==> config.mk <==
export PLATFORM = sky130hd
export DESIGN_NAME = mac_dot_param
export DESIGN_NICKNAME = d
export VERILOG_FILES = /design/src/rtl/mac_pkg.sv /design/src/rtl/mac_dot_param_sat_narrow.sv /design/src/rtl/mac_dot_param.sv
export SDC_FILE = /design/constraint.sdc
export NUM_CORES = 1
export LEC_CHECK = 0
export CAP_MARGIN = 20
export CELL_PAD_IN_SITES_DETAIL_PLACEMENT = 0
export CELL_PAD_IN_SITES_GLOBAL_PLACEMENT = 1
export CORE_MARGIN = 2
export CORE_UTILIZATION = 40
export CTS_BUF_LIST = sky130_fd_sc_hd__clkbuf_16
export CTS_CLUSTER_SIZE = 25
export DETAILED_ROUTE_END_ITERATION = 6
export PLACE_DENSITY_LB_ADDON = 0.05
export SLEW_MARGIN = 0
export SYNTH_ARGS = -nofsm -noshare
export SYNTH_HDL_FRONTEND = slang
export SYNTH_SLANG_ARGS = --single-unit
==> constraint.sdc <==
create_clock -name clk -period 6.6 [get_ports clk]
set_input_delay 1.65 -clock clk [delete_from_list [all_inputs] [get_ports clk]]
set_output_delay 1.65 -clock clk [all_outputs]
set_load 0.1 [all_outputs]
==> src/rtl/mac_pkg.sv <==
// Shared definitions for the dot-product MAC: FSM state encoding, overflow-mode
// constants and the accumulator width rule.
package mac_pkg;

   typedef enum logic [1:0] {
      IDLE = 2'd0,
      RUN  = 2'd1,
      FIN  = 2'd2
   } state_t;

   localparam logic MODE_WRAP = 1'b0;
   localparam logic MODE_SAT  = 1'b1;

   // Worst-case sum of n full-precision dw x dw signed products.
   function automatic int acc_width(input int dw, input int n);
      return 2 * dw + $clog2(n);
   endfunction

endpackage

==> src/rtl/mac_dot_param_sat_narrow.sv <==
// Narrows the full-precision accumulator to a DW-bit signed result, flagging
// out-of-range values and either wrapping or clamping them.
module sat_narrow
   import mac_pkg::*;
#(
   parameter int AW = 19,
   parameter int DW = 8
) (
   input  logic signed [AW-1:0] acc,
   input  logic                 mode,
   output logic signed [DW-1:0] result,
   output logic                 overflow
);

   localparam logic signed [AW-1:0] POS_MAX = {{(AW-DW+1){1'b0}}, {(DW-1){1'b1}}};
   localparam logic signed [AW-1:0] NEG_MIN = {{(AW-DW+1){1'b1}}, {(DW-1){1'b0}}};

   always_comb begin
      overflow = (acc > POS_MAX) || (acc < NEG_MIN);
      result   = acc[DW-1:0];
      if ((mode == MODE_SAT) && overflow) begin
         result = acc[AW-1] ? NEG_MIN[DW-1:0] : POS_MAX[DW-1:0];
      end
   end

endmodule

==> src/rtl/mac_dot_param.sv <==
// Sequential signed dot product: one shared multiplier walks the N element
// pairs, then the sum is narrowed (wrap or saturate) and presented with done.
module mac_dot_param
   import mac_pkg::*;
#(
   parameter int DW = 8,
   parameter int N  = 5,
   parameter int AW = acc_width(DW, N)
) (
   input  logic                 clk,
   input  logic                 rst,
   input  logic                 start,
   input  logic                 mode,
   input  logic [N*DW-1:0]      in_a,
   input  logic [N*DW-1:0]      in_b,
   output logic                 busy,
   output logic                 done,
   output logic signed [DW-1:0] result,
   output logic                 overflow
);

   localparam int IW = (N > 1) ? $clog2(N) : 1;
   localparam int PW = 2 * DW;
   localparam logic [IW-1:0] LAST_IDX = IW'(N - 1);

   state_t               state_q, state_d;
   logic [N*DW-1:0]      a_q, a_d;
   logic [N*DW-1:0]      b_q, b_d;
   logic                 mode_q, mode_d;
   logic signed [AW-1:0] acc_q, acc_d;
   logic [IW-1:0]        idx_q, idx_d;
   logic                 done_q, done_d;
   logic signed [DW-1:0] result_q, result_d;
   logic                 overflow_q, overflow_d;
   logic                 capture;

   logic signed [DW-1:0] a_elem [N];
   logic signed [DW-1:0] b_elem [N];
   logic signed [DW-1:0] mul_a, mul_b;
   logic signed [PW-1:0] prod;
   logic signed [AW-1:0] prod_ext;
   logic signed [DW-1:0] narrow_result;
   logic                 narrow_overflow;

   genvar gi;
   generate
      for (gi = 0; gi < N; gi++) begin : g_unpack
         assign a_elem[gi] = a_q[gi*DW +: DW];
         assign b_elem[gi] = b_q[gi*DW +: DW];
      end
   endgenerate

   // The single multiplier is steered by the element index.
   assign mul_a    = a_elem[idx_q];
   assign mul_b    = b_elem[idx_q];
   assign prod     = PW'(mul_a) * PW'(mul_b);
   assign prod_ext = AW'(prod);

   sat_narrow #(
      .AW (AW),
      .DW (DW)
   ) u_sat_narrow (
      .acc      (acc_q),
      .mode     (mode_q),
      .result   (narrow_result),
      .overflow (narrow_overflow)
   );

   always_comb begin
      state_d    = state_q;
      acc_d      = acc_q;
      idx_d      = idx_q;
      done_d     = 1'b0;
      result_d   = result_q;
      overflow_d = overflow_q;
      capture    = 1'b0;
      case (state_q)
         IDLE: begin
            if (start) begin
               capture = 1'b1;
               acc_d   = '0;
               idx_d   = '0;
               state_d = RUN;
            end
         end
         RUN: begin
            acc_d = acc_q + prod_ext;
            idx_d = idx_q + IW'(1);
            if (idx_q == LAST_IDX) begin
               idx_d   = '0;
               state_d = FIN;
            end
         end
         FIN: begin
            result_d   = narrow_result;
            overflow_d = narrow_overflow;
            done_d     = 1'b1;
            state_d    = IDLE;
         end
         default: state_d = IDLE;
      endcase
   end

   always_comb begin
      a_d    = a_q;
      b_d    = b_q;
      mode_d = mode_q;
      if (capture) begin
         a_d    = in_a;
         b_d    = in_b;
         mode_d = mode;
      end
   end

   always_ff @(posedge clk) begin
      if (rst) begin
         state_q    <= IDLE;
         acc_q      <= '0;
         idx_q      <= '0;
         done_q     <= 1'b0;
         result_q   <= '0;
         overflow_q <= 1'b0;
      end else begin
         state_q    <= state_d;
         acc_q      <= acc_d;
         idx_q      <= idx_d;
         done_q     <= done_d;
         result_q   <= result_d;
         overflow_q <= overflow_d;
      end
   end

   // Operand snapshot has no reset; it is always reloaded before use.
   always_ff @(posedge clk) begin
      a_q    <= a_d;
      b_q    <= b_d;
      mode_q <= mode_d;
   end

   assign busy     = (state_q != IDLE);
   assign done     = done_q;
   assign result   = result_q;
   assign overflow = overflow_q;

endmodule

---- After elaboration in Yosys (flattened, before gate mapping) ----
Cells that the tools add are included.
W data, S select, Z words.
word-level totals
  register bits ........................... 115
  output and inout port bits .............. 11
  logic and storage cells ................. 47
operators by class
  add/subtract/negate cells ............... 2
  $mul .................................... 1
  magnitude comparators ................... 3
  equal/unequal tests ..................... 5
  muxes and demuxes ....................... 19
  bitwise gates (word level) .............. 1
  reduce and logical (&&, ||, !) cells .... 7
operators by type and width
  cell                   number
  $bmux W8 S3            2
  $mux W8                6
  $pmux W19 S2           1
  $add A19 B16 Y19       1
  $gt A19 B8 Y1 const B  1
  $lt A19 B8 Y1 const B  1
  $mux W19               1
  $mul A8 B8 Y16         1
  $mux W3                2
  $pmux W3 S2            1
  $ge A4 B4 Y1 const B   1
  $mux W2                2
  $ne A2 B2 Y1 const B   2
  $not A3 Y4             1
  $pmux W2 S2            1
  $reduce_and A2 Y1      2
  $reduce_bool A2 Y1     2
  $add A3 B1 Y3 const B  1
  $eq A3 B3 Y1 const B   1
  $mux W1                3
  $eq A2 B1 Y1 const B   1
  $eq A2 B2 Y1 const B   1
  $logic_not A2 Y1       1
  $logic_and A1 B1 Y1    1
  $logic_or A1 B1 Y1     1

---- Logic depth before layout (Yosys ltp) ----
Gate-level depths: netlist of run 1.
  depth after elaboration ................. 7
  depth in mapped cells ................... 22
  depth with buffers taken out ............ 21

---- Modules after synthesis ----
Synthesis of run 1 repeated with hierarchy kept, for this count alone.
second synthesis, totals
  cell total of the unflattened synthesis .. 639
  area, all modules ....................... 7771.2 um^2
modules (own cells, without submodules)
  module         times used  cells each  area an instance (um^2)  seq. area each (um^2)
  mac_dot_param  1           618         7604.8                   3113.0
  sat_narrow     1           21          166.4                    0.0

---- Least setup slack after synthesis of run 1 ----
No wires, ideal clock.
  path type ............................... register to register
  start point ............................. register idx_q[2]
  end point ............................... register acc_q[18]
  setup time .............................. 117 ps
  arrival time ............................ 6372 ps
  slack ................................... 112 ps
  stages on the path, launching flop included .. 20
  buffers on the path ..................... 1
  cell sequence ........................... dfxtp_1 -> inv_2 -> nor3_4 -> buf_2 -> a22o_1 -> nor2b_1 -> inv_1 -> fa_1 -> inv_1 -> fa_1 -> fa_1 -> fa_1 -> fa_1 -> ha_1 -> o21ai_0 -> o21ai_2 -> and3_1 -> or4_4 -> xnor2_1 -> a22o_1
between the ends
  cells in the longest elaborated chain, start to end .. 7
  elaborated cells on any way between the ends .. 10
  those cells by class .................... 1 x add/sub; 1 x mul; 7 x mux; 1 x bitwise
RTL lines
  what                                     RTL line                                  source
  start, declared                          mac_dot_param.sv:31                       logic [IW-1:0] idx_q, idx_d;
  start signal, assigned                   mac_dot_param.sv:126                      idx_q <= idx_d;
  $not A3 Y4 (implied by the code) *       mac_dot_param.sv:54, mac_dot_param.sv:55
  $bmux W8 S3 (on tied branches)           mac_dot_param.sv:54, mac_dot_param.sv:55
  $mux W8 (on tied branches) (2 in a row)  mac_dot_param.sv:54, mac_dot_param.sv:55
  $mul A8 B8 Y16 *                         mac_dot_param.sv:56                       assign prod = PW'(mul_a) * PW'(mul_b);
  $add A19 B16 Y19 *                       mac_dot_param.sv:87                       acc_d = acc_q + prod_ext;
  $pmux W19 S2 *                           mac_dot_param.sv:77                       case (state_q)
  end signal, assigned                     mac_dot_param.sv:118                      acc_q <= '0;
  end signal, assigned                     mac_dot_param.sv:125                      acc_q <= acc_d;
  end, declared                            mac_dot_param.sv:30                       logic signed [AW-1:0] acc_q, acc_d;
Mark *: on every way between the ends. The rest lies on a longest branch, timed or not. The select of a mux whose other input is x is not followed.
A chain may end at the register's enable or synchronous reset.

---- Worst setup path in the final report of run 1 ----
  start point ............................. register idx_q[0]
  end point ............................... register acc_q[18]
Same word-level chain as after synthesis.

==> run metrics, run 1 <==
Synth Instances 629; Post-synth EDFFs 81; Post-Synth Adder-Cell Area 0.293; CTS HTree Levels 4; Slew @ Worst Pin 0.966 ns; GP Congestion 0.896; TNS Setup 0 ns; CTS tree yes; post-synthesis mux area share 0.0491; Post-Syn Nets 843; Synth async-reset ratio 0; Crit Path Max Fanout 16; root buf cell clkbuf_16; hold-fix buffers at CTS 0; Yosys warnings 0; GRT Overall Usage 0.179; post-synthesis compound-gate area fraction 0.0819; die width 143 um; die height 143 um; Initial Utilization 0.410; Via density 4.97; Simple-Gate Fraction of Synth Area 0.0962; Clock Sinks 115; fraction of layout cells with a size suffix above 1 0.114; Core Rows 50; DRC errors left 0; Iter 0 DRT Violations 211; vias 4973; crit end category flop; final net count 967; top post-synthesis cells by area edfxtp_1 32%, fa_1 22%, dfxtp_1 8.8%; cells along the critical path buf_4 -> buf_4 -> nor3_4 -> buf_4 -> a22o_1 -> nor2b_1 -> buf_4 -> fa_1 -> fa_1 -> fa_1 -> fa_1 -> ha_1 -> ha_1 -> nor3_1 -> o21bai_1 -> and3_1 -> or4_4 -> xnor2_1 -> a22o_1; Period minus WS final 6.17 ns; top-count cell post-synth inv_1; sequential fraction of the synthesis area 0.404; Yosys cell types 49; slowest stage cell, crit path fa_1; total congestion overflow 0; crit path launch type flop; total CTS buffers 17; Setup CP Type flop to flop; clk_lat worst skew 0.42 ns; hold_ws 0.457 ns; WL/cell 16.8 um; number of global-route vias before repair 5526; die area 0.0204 mm^2; RSZ-0062 raised after global routing false; detailed-placement wirelength estimate 13500 um; Max Cap Viol 0; HP Class flop to flop; Slew headroom 0.354; Fmax 0.162 GHz; post-CTS setup buffer count 0; post-CTS resize count 0; Clock Tree Buf Depth 2; Synth Area in XOR/XNOR 0.0193; Synth Area per Inst 12.2 um^2; Top FF cell, synth edfxtp_1; DRT Wirelength 16800 um; CP arrival 6.48 ns; Worst Path Required 6.90 ns; endpoints failing hold 0; Synth top area share 0.316; clk slew on worst S/H paths 0.06 ns; flops & latches, synth 115; Layout Skew 0.0132 ns; first-pass GRT wire length 27800 um; main combinational cell family by area after synthesis adder cells; biggest cell delay along the critical path 0.54 ns; synthesized cell area 0.00770 mm^2; largest net degree at the start of global routing 43; Synth area leader edfxtp_1; Ports 95; most frequent cells after synthesis 97 x inv_1, 84 x fa_1, 81 x edfxtp_1; area delta synth->final 25.1%; number of diodes 0; status finished, final reports clean; core area 0.0188 mm^2; initial antenna violation count 0; PortBufs 94; Routed Antenna Nets 0; TritonRoute pass-1 iters 4; Final Cycle Share 0.935; max-slew violations 0; endpoints failing setup 0
[sequential cells by signal, indices dropped and copies added (netlist names)]
register,cells
a_q,40
b_q,40
acc_q,19
result,8
idx_q,3
state_q,2
done,1
mode_q,1
overflow,1
[metrics by stage]
| step | std cells | area, um^2 | setup slack (ns) | util |
|---|---|---|---|---|
| 2_1_floorplan | 629 | 7700 | 0.112 | - |
| 3_3_place_gp | 967 | 9060 | 0.514 | 0.483 |
| 3_5_place_dp | 967 | 9060 | 0.371 | 0.483 |
| 4_1_cts | 999 | 9620 | 0.363 | 0.513 |
| 5_1_grt | 1000 | 9630 | 0.0504 | 0.513 |
| 6_report | 1000 | 9630 | 0.429 | 0.513 |
[logic make-up after synthesis]
group | Yosys count
XOR/XNOR | 17
AND/OR/NAND/NOR | 151
AO/OA/AOI/OAI | 84
buffers and inverters | 112
flip-flops | 115
adder cells (fa/ha/maj) | 130
multiplexers | 20
[layout make-up]
| cell class | instances | area, um^2 |
|---|---|---|
| Fill cell | 1642 | 9140 |
| Clock inverter | 15 | 133 |
| Multi-Input combinational cell | 402 | 4160 |
| Inverter | 98 | 369 |
| Clock buffer | 17 | 425 |
| Timing Repair Buffer | 119 | 1140 |
| Tap cell | 234 | 293 |
| Sequential cell | 115 | 3110 |
[worst max-delay path: cells and delay by family, from the launching register on]
family	cells	cell delay [ns]
AO/OA/AOI/OAI	3	0.76
XOR/XNOR	1	0.13
adder cells (fa/ha/maj)	6	2.64
flip-flops	1	0.31
AND/OR/NAND/NOR	5	1.31
buffers and inverters	4	0.88
[per-layer routing]
metal  part of all wire  routed length (um)  global-route usage
met4              0.017                 278              0.0688
met1               0.47                7860               0.239
met2               0.48                7980               0.295
met5                  0                   0                   0
met3              0.038                 640              0.0288
[placed cells by master, fill, tap and decap left out, types with 14 or more instances in the layout]
master and count:
mux4_2 14, buf_4 24, clkbuf_16 17, a22oi_1 14
dfxtp_1 34, nand2b_1 14, fa_1 84, inv_1 96
a21oi_1 14, clkdlybuf4s50_1 94, nor2_1 62, ha_1 46
xnor2_1 14, edfxtp_1 81, nand2_1 22
[path summary, 6_finish.rpt]
kind            start        end  slack, ns  cells past startpoint
max          idx_q[0]  acc_q[18]       0.43                     19
min          overflow   overflow       0.46                      2
max reg2reg  idx_q[0]  acc_q[18]       0.43                     19
min reg2reg  overflow   overflow       0.46                      2
Power of run 1 is not shown: default switching activity piles up to over one toggle a cycle in this logic, so the estimate is an artifact.
==> inputs of run 2 (changes only) <==
- CORE_UTILIZATION: 40 -> 41
==> run 2 against run 1 <==
- non-clock buffer count grew 2
- register-to-register slack got worse by 0.09 ns
- setup slack worse by 0.092 ns
- largest cell class unchanged
- via count fell by 0.32%
- utilization rose by 1.1 points
==> run metrics, run 2 (synthesized netlist as in run 1, its figures left out) <==
post-route cell area 0.00974 mm^2; area of the multi-input gates 0.00416 mm^2; CP most frequent cell fa_1; vias 4957; Iter 0 DRT Violations 230; crit end category flop; CTS tree yes; overall power 5940 uW; Worst VDD drop 0.000397 V; fraction of layout cells with a size suffix above 1 0.120; initial antenna violation count 0; hold_ws 0.460 ns; crit path launch type flop; Ports 95; DRC errors left 0; root buf cell clkbuf_16; Slew @ Worst Pin 0.960 ns; endpoints failing setup 0; core area 0.0186 mm^2; clk slew on worst S/H paths 0.06 ns; Clock Sinks 115; detailed-placement wirelength estimate 13600 um; number of global-route vias before repair 5312; commonest non-fill, non-tap cells in the layout 96 x inv_1, 94 x clkdlybuf4s50_1, 84 x fa_1, 81 x edfxtp_1, 62 x nor2_1; Clock Tree Buf Depth 2; Worst Path Required 6.91 ns; CP top delay family adder cells; DRT Wirelength 17200 um; die area 0.0199 mm^2; GP Congestion 0.847; GRT Overall Usage 0.185; Worst Path Buf+Inv 2; Initial Utilization 0.414; register area 0.00311 mm^2; cells along the critical path buf_4 -> mux4_2 -> a22oi_1 -> nand2_1 -> fa_1 -> fa_1 -> inv_1 -> fa_1 -> fa_1 -> fa_1 -> ha_1 -> and3_1 -> a211oi_2 -> a211oi_2 -> o31ai_1 -> nand3_1 -> a32o_1; die height 141 um; final net count 969; largest net degree at the start of global routing 43; dpl cell area 0.00905 mm^2; Layout Skew 0.00662 ns; biggest cell delay along the critical path 0.57 ns; PortBufs 94; Core Rows 50; status finished, final reports clean; Routed Antenna Nets 0; Largest regs a_q: 40 flops, b_q: 40 flops, acc_q: 19 flops; commonest non-fill, non-tap cell in the layout inv_1; Power Density 609 mW/mm^2; slowest stage cell, crit path fa_1; Crit Path Max Fanout 8; WL/cell 17.2 um; die width 141 um; Lkg Pwr 0.00409 uW; total congestion overflow 0; Final Cycle Share 0.949; Final Worst Setup Slack 0.337 ns; number of diodes 0; CP arrival 6.57 ns; endpoints failing hold 0; total CTS buffers 17; clk_lat worst skew 0.42 ns; TritonRoute pass-1 iters 4; Slew headroom 0.358; Fmax 0.160 GHz; Fillers 1569; Via density 4.95; area delta synth->final 26.6%; CTS HTree Levels 4; Period minus WS final 6.26 ns; Setup CP Type flop to flop; max-slew violations 0; Max Cap Viol 0; first-pass GRT wire length 28100 um; TNS Setup 0 ns; RSZ-0062 raised after global routing false; HP Class flop to flop; Place WS 0.206 ns
==> run 2: cell types whose count changed in the layout (fill, tap and decap cells not counted), moves of 2 or more <==
cell / previous run / this run
inv_8: 3 / 6
bufinv_16: 0 / 4
buf_4: 24 / 26
inv_6: 8 / 4
==> run 2: worst register-to-register path: cells and delay by family (launching register included) <==
family / cells / cell delay, ns
AOI/OAI and AO/OA: 5 / 1.46
adders and majority gates: 6 / 2.93
buffers and inverters: 2 / 0.32
DFF: 1 / 0.44
muxes: 1 / 0.53
and+or+nand+nor: 3 / 0.48
==> run 2: final timing paths <==
kind,start,endpoint,slack [ns],cells after the start
worst max-delay path,idx_q[0],acc_q[15],0.34,17
worst min register to register,overflow,overflow,0.46,2
worst max register to register,idx_q[0],acc_q[15],0.34,17
worst min-delay path,overflow,overflow,0.46,2
==> run 2: power by group <==
group	total, uW	internal [uW]	switching, uW
logic	4000	1800	2200
clock network	1050	653	398
registers	884	843	41.2
total	5940	3290	2640
==> run 2: cell type report <==
type / count / share of cell area
Tap cell: 234 / 0.0301
Timing Repair Buffer: 121 / 0.118
Inverter: 98 / 0.0379
Clock buffer: 17 / 0.0437
Multi-Input combinational cell: 402 / 0.427
Clock inverter: 15 / 0.0238
Sequential cell: 115 / 0.320
==> run 2: layer usage <==
metal / up-vias / global-route usage / share of wire
met2: 121 / 0.307 / 0.48
met1: 2407 / 0.251 / 0.47
met4: 0 / 0.0495 / 0.010
met5: - / 0 / 0
met3: 11 / 0.0384 / 0.043
li1: 2418 / - / -
==> run 2: timing repair <==
action	CTS	global route
resized for setup	0	2
buffers inserted	0	4
endpoints found under the setup margin	0	2
hold buffers	0	0
==> run 2: per-stage QoR <==
stage               utilization  cells
finish                    0.524   1002
global route              0.524   1002
CTS                       0.522    998
detailed placement        0.487    966
global placement          0.486    965
floorplan                     -    629
(Power assumes the default switching activity.)
